## src/rtl/nram_fifo_ctrl.sv

```systemverilog
// nram_fifo_ctrl: four-entry valid/ready FIFO controller driving an external 4x8 NRAM
module nram_fifo_ctrl #(
  parameter int WIDTH = 8,
  parameter int DEPTH = 4
) (
  input  logic             clk,
  input  logic             reset,
  input  logic             io_enq_valid,
  output logic             io_enq_ready,
  input  logic [WIDTH-1:0] io_enq_bits,
  output logic             io_deq_valid,
  input  logic             io_deq_ready,
  output logic [WIDTH-1:0] io_deq_bits,
  output logic [WIDTH-1:0] io_mem_D,
  output logic [1:0]       io_mem_WADD,
  output logic             io_mem_WE,
  output logic [1:0]       io_mem_RADD,
  input  logic [WIDTH-1:0] io_mem_Q,
  output logic [2:0]       io_count,
  output logic [2:0]       io_hwm
);
  localparam logic [2:0] FULL = 3'(DEPTH);
  logic [1:0] wptr_q, wptr_d, rptr_q, rptr_d;
  logic [2:0] count_q, count_d, hwm_q, hwm_d;
  logic enq_fire, deq_fire;
  always_comb begin
    io_enq_ready = !reset && count_q != FULL;
    io_deq_valid = !reset && count_q != 3'd0;
    enq_fire = io_enq_valid && io_enq_ready;
    deq_fire = io_deq_valid && io_deq_ready;
    wptr_d = enq_fire ? wptr_q + 2'd1 : wptr_q;
    rptr_d = deq_fire ? rptr_q + 2'd1 : rptr_q;
    count_d = count_q + {2'b0, enq_fire} - {2'b0, deq_fire};
    hwm_d = count_d > hwm_q ? count_d : hwm_q;
  end
  always_ff @(posedge clk) begin
    if (reset) begin
      wptr_q <= '0;
      rptr_q <= '0;
      count_q <= '0;
      hwm_q <= '0;
    end else begin
      wptr_q <= wptr_d;
      rptr_q <= rptr_d;
      count_q <= count_d;
      hwm_q <= hwm_d;
    end
  end
  assign io_deq_bits = io_mem_Q;
  assign io_mem_D = io_enq_bits;
  assign io_mem_WADD = wptr_q;
  assign io_mem_WE = enq_fire;
  assign io_mem_RADD = rptr_q;
  assign io_count = count_q;
  assign io_hwm = hwm_q;
endmodule

```

## config.mk

```make
export PLATFORM = sky130hd
export DESIGN_NAME = nram_fifo_ctrl
export DESIGN_NICKNAME = d
export VERILOG_FILES = /design/src/rtl/nram_fifo_ctrl.sv
export SDC_FILE = /design/constraint.sdc
export NUM_CORES = 1
export LEC_CHECK = 0
export BUFFER_PORTS_ARGS = -buffer_cell sky130_fd_sc_hd__buf_2
export CORE_UTILIZATION = 40
export DETAILED_ROUTE_END_ITERATION = 12
export PLACE_DENSITY = 0.76
export SLEW_MARGIN = 30
export SYNTH_ARGS = -nofsm -noshare
export SYNTH_HDL_FRONTEND = slang
export SYNTH_SLANG_ARGS = --single-unit
```

## constraint.sdc

```tcl
create_clock -name clk -period 4.1 [get_ports clk]
set_input_delay 0.205 -clock clk [delete_from_list [all_inputs] [get_ports clk]]
set_output_delay 0.205 -clock clk [all_outputs]
set_load 0.02 [all_outputs]
```

==> metrics.log <==
INFO  metric ys.flop_type = dfxtp_1
INFO  metric finalCritPeriodShare = roughly 81%
INFO  metric grt_antenna_before_repair = 0
INFO  metric report.final.hold_viol_count = 0
INFO  metric cts_tree = done
INFO  metric worstSkewPairLatency = about 0.27 ns
INFO  metric final.hold.worst_slack = 0.284 ns
INFO  metric cts_hold_buffers = 0
INFO  metric sequential_area = 200 um^2
INFO  metric vias_in_the_first_global_route = a little under 500
INFO  metric post_synth_num_cell_types = 26
INFO  metric max_cap_violations = 0
INFO  metric syn_inst = 78
INFO  metric cp_slowest_cell = fa_1
INFO  metric layout.cells.most_common = buf_2
INFO  metric cts_inserted_buffers = 3
INFO  metric setup.reg_to_reg.worst_slack = 0.76 ns
INFO  metric final_stage_net_count = between 100 and 150
INFO  metric share_clk_of_total_power = between 10% and 20%
INFO  metric sw_frac_of_total = 44.9%
INFO  metric postSynthAreaPerCell = 9.11 um^2
INFO  metric floorplan.die.height = 44.2 um
INFO  metric worst-slew-pin-transition = approximately 0.4 ns
INFO  metric multi_input_area = ~350 um^2
INFO  metric dr.first_iter.drc_count = 16
INFO  metric drt_wl_total = 1190 um
INFO  metric syn-cell-area = approximately 710 um^2
INFO  metric path_delay_family = adder cells
INFO  metric floorplan.initialDensity = 45.1%
INFO  metric fin_setup_tns = 0 ns
INFO  metric timing.setup.critical_path_class = reg2reg
INFO  metric drt_drc_violations_left = 5
INFO  metric internal_power = 0.355 mW
INFO  metric buffer_ports.inserted = 16
INFO  metric leakage = roughly 0.35 nW
INFO  metric combinational_cell_fraction_of_total_power = between 60% and 70%
INFO  metric routedWlPerCell = between 10 and 15 um
INFO  metric startpoint_type = register
INFO  metric htreeDepth = 1
INFO  metric critical_path.cell_chain = o31ai_1 -> nor2_1 -> ha_1 -> inv_1 -> ha_1 -> fa_1 -> xnor2_1 -> xnor2_1 -> inv_1 -> ha_1 -> or2_1 -> o311ai_2 -> mux2_2
INFO  metric crit_path_max_incr_delay = 0.38 ns
INFO  metric synth-async-reset-ratio = 0%
INFO  metric required = 4.26 ns
INFO  metric max-clock-path-buffers = 2
INFO  metric run_status = complete, but fails checks
INFO  metric critical_path_endpoint = io_hwm[1]$_SDFFE_PP0N_
INFO  metric wire_length_of_the_first_global_routing_pass = around 2000 um
INFO  metric critPathMaxFanout = 7
INFO  metric detailedRoute.firstPassIterationCount = 10
INFO  metric vias = 502
INFO  metric layout_min_cycle_time = 3.34 ns
INFO  metric tritoncts_num_sinks = 10
INFO  metric cpMostUsedCell = ha_1
INFO  metric grt.overflow.total = 0
INFO  metric final-setup-viol-count = 0
INFO  metric rows = 14
INFO  metric crit_path_end_kind = register
INFO  metric timing.hold.worst.class = in2reg
INFO  metric grt_setup_unrepaired = no
INFO  metric failed_checks = design-rule violations
INFO  metric die_w = 44.2 um
INFO  metric synth.top_cells.by_area = dfxtp_1, buf_4, ha_1
INFO  metric synth-seq-area-share = 28.2%
INFO  metric relSlewSlack = 73.4%
INFO  metric hpwl = 887 um
INFO  metric synth.ff_latch_count = 10
INFO  metric timing.fmax = 299 MHz
INFO  metric r2r_end = io_hwm[1]$_SDFFE_PP0N_
INFO  metric rr_startpoint = io_count[1]$_SDFF_PP0_
INFO  metric dieArea = 1950 um^2
INFO  metric post_cts.repair.setup_buffers = 0
INFO  metric net_sw_power = 0.289 mW
INFO  metric finClkSkew = 0.00254 ns
INFO  metric synth-edff-count = 0
INFO  metric clk_pin_slew_worst_paths = 0.06 ns
INFO  metric critPathBufInv = 2
INFO  metric fillers = 162
INFO  metric detail_route.vias_per_cell = between 5 and 6
INFO  metric cp-startpoint = io_count[1]$_SDFF_PP0_
INFO  metric report.power.total = 0.644 mW
INFO  metric layout-drive-gt1-share = 33.8%
INFO  metric ff_to_ff_path_depth = 13
INFO  metric cts-root-buf = clkbuf_4
INFO  metric vdd_drop_max = a little under 0.0005 V
INFO  metric power.density_cell_area = 908 nW/um^2
INFO  metric yosysWarningCount = 0
INFO  metric net_count_of_the_mapped_netlist = 104
INFO  metric diodes = 0
INFO  metric layout_common_cells = buf_2, dfxtp_1, inv_1, nor2_1, ha_1
INFO  metric grt_start_max_net_pins = 16
INFO  metric finalWeightedCongestion = ~0.76
INFO  metric synth_top_cell_area_share = 28.2%
INFO  metric total_of_cells_resized_after_clock_tree_synthesis = 0
INFO  metric dpl.cell_count = 93
INFO  metric critical_path_arrival = 3.50 ns
INFO  metric slew_violations = 0
INFO  metric grt_usage = 14.6%
INFO  metric syn_to_final_growth = -0.176%
INFO  metric power.share.sequential = a little under a quarter
INFO  metric layoutNonFillerInstCount = between 90 and 100
INFO  metric design.core.area = 1580 um^2
INFO  metric cp.depth = 13
INFO  metric antenna_violating_nets_post_route = 0
INFO  metric design.portCount = 49
INFO  metric synth_top_cell_by_area = dfxtp_1
-- stage by stage --
step,area (um^2),setup WS [ns],utilization [%]
2_1_floorplan,711,0.874,-
3_3_place_gp,687,0.850,43.6
3_5_place_dp,687,0.760,43.6
4_1_cts,709,0.741,45.0
5_1_grt,709,0.513,45.0
6_report,709,0.760,45.0
-- registers in the layout, summed over array words and instances (netlist names) --
name         count
io_mem_WADD      2
io_count         3
io_hwm           3
io_mem_RADD      2
-- power groups by stage --
stage / sequential (mW) / combinational (mW) / clock (mW)
6_report: 0.153 / 0.424 / 0.0676
5_1_grt: 0.158 / 0.473 / 0.0741
4_1_cts: 0.153 / 0.425 / 0.0707
3_5_place_dp: 0.155 / 0.417 / 0
3_3_place_gp: 0.154 / 0.409 / 0
2_1_floorplan: 0.182 / 0.333 / 0
-- worst min path at each step --
stage	start	slack (ns)	cells past startpoint	to
finish	reset	0.28	2	io_count[2]$_SDFF_PP0_
global route	reset	0.30	2	io_mem_RADD[0]$_SDFFE_PP0P_
CTS	reset	0.28	2	io_mem_RADD[0]$_SDFFE_PP0P_
detailed placement	io_mem_Q[5]	0.41	0	io_deq_bits[5]
global placement	io_mem_Q[5]	0.41	0	io_deq_bits[5]
floorplan	reset	0.28	1	io_count[0]$_SDFF_PP0_
-- cells in the mapped netlist (2+ instances only) --
library cell,number
mux2_2,2
nor2_1,9
nor3b_2,2
xor2_1,2
nor3_1,2
inv_1,9
a21oi_1,2
buf_4,16
dfxtp_1,10
xnor2_1,2
nor2b_1,3
ha_1,5
-- cell type report --
cell class,instances,area share (%)
well taps,16,2.82
inverters,9,4.76
repair buffers,16,11.3
flip-flops and latches,10,28.2
multi-input cells,42,49.7
clock buffers,3,3.17
-- metal layers --
metal / global-route usage, % / vias to the layer above / wire [um]
li1: - / 248 / -
met1: 15.7 / 224 / 489
met2: 22.1 / 25 / 546
met3: 5.71 / 5 / 117
met4: 12.7 / 0 / 36
met5: 0 / - / 0
-- kinds of logic (layout without fill, tap and decap cells) --
group                    after synthesis  count (layout)  share of synthesized area (%)
buffers and inverters                 26              28                           22.2
AND/OR/NAND/NOR                       21              21                           17.6
flip-flops                            10              10                           28.2
AO/OA/AOI/OAI                          8               8                           10.2
adder cells (fa/ha/maj)                6               6                           11.6
XOR/XNOR                               4               4                           4.93
multiplexers                           3               3                           5.28
Power figures use the tool's default switching activity.
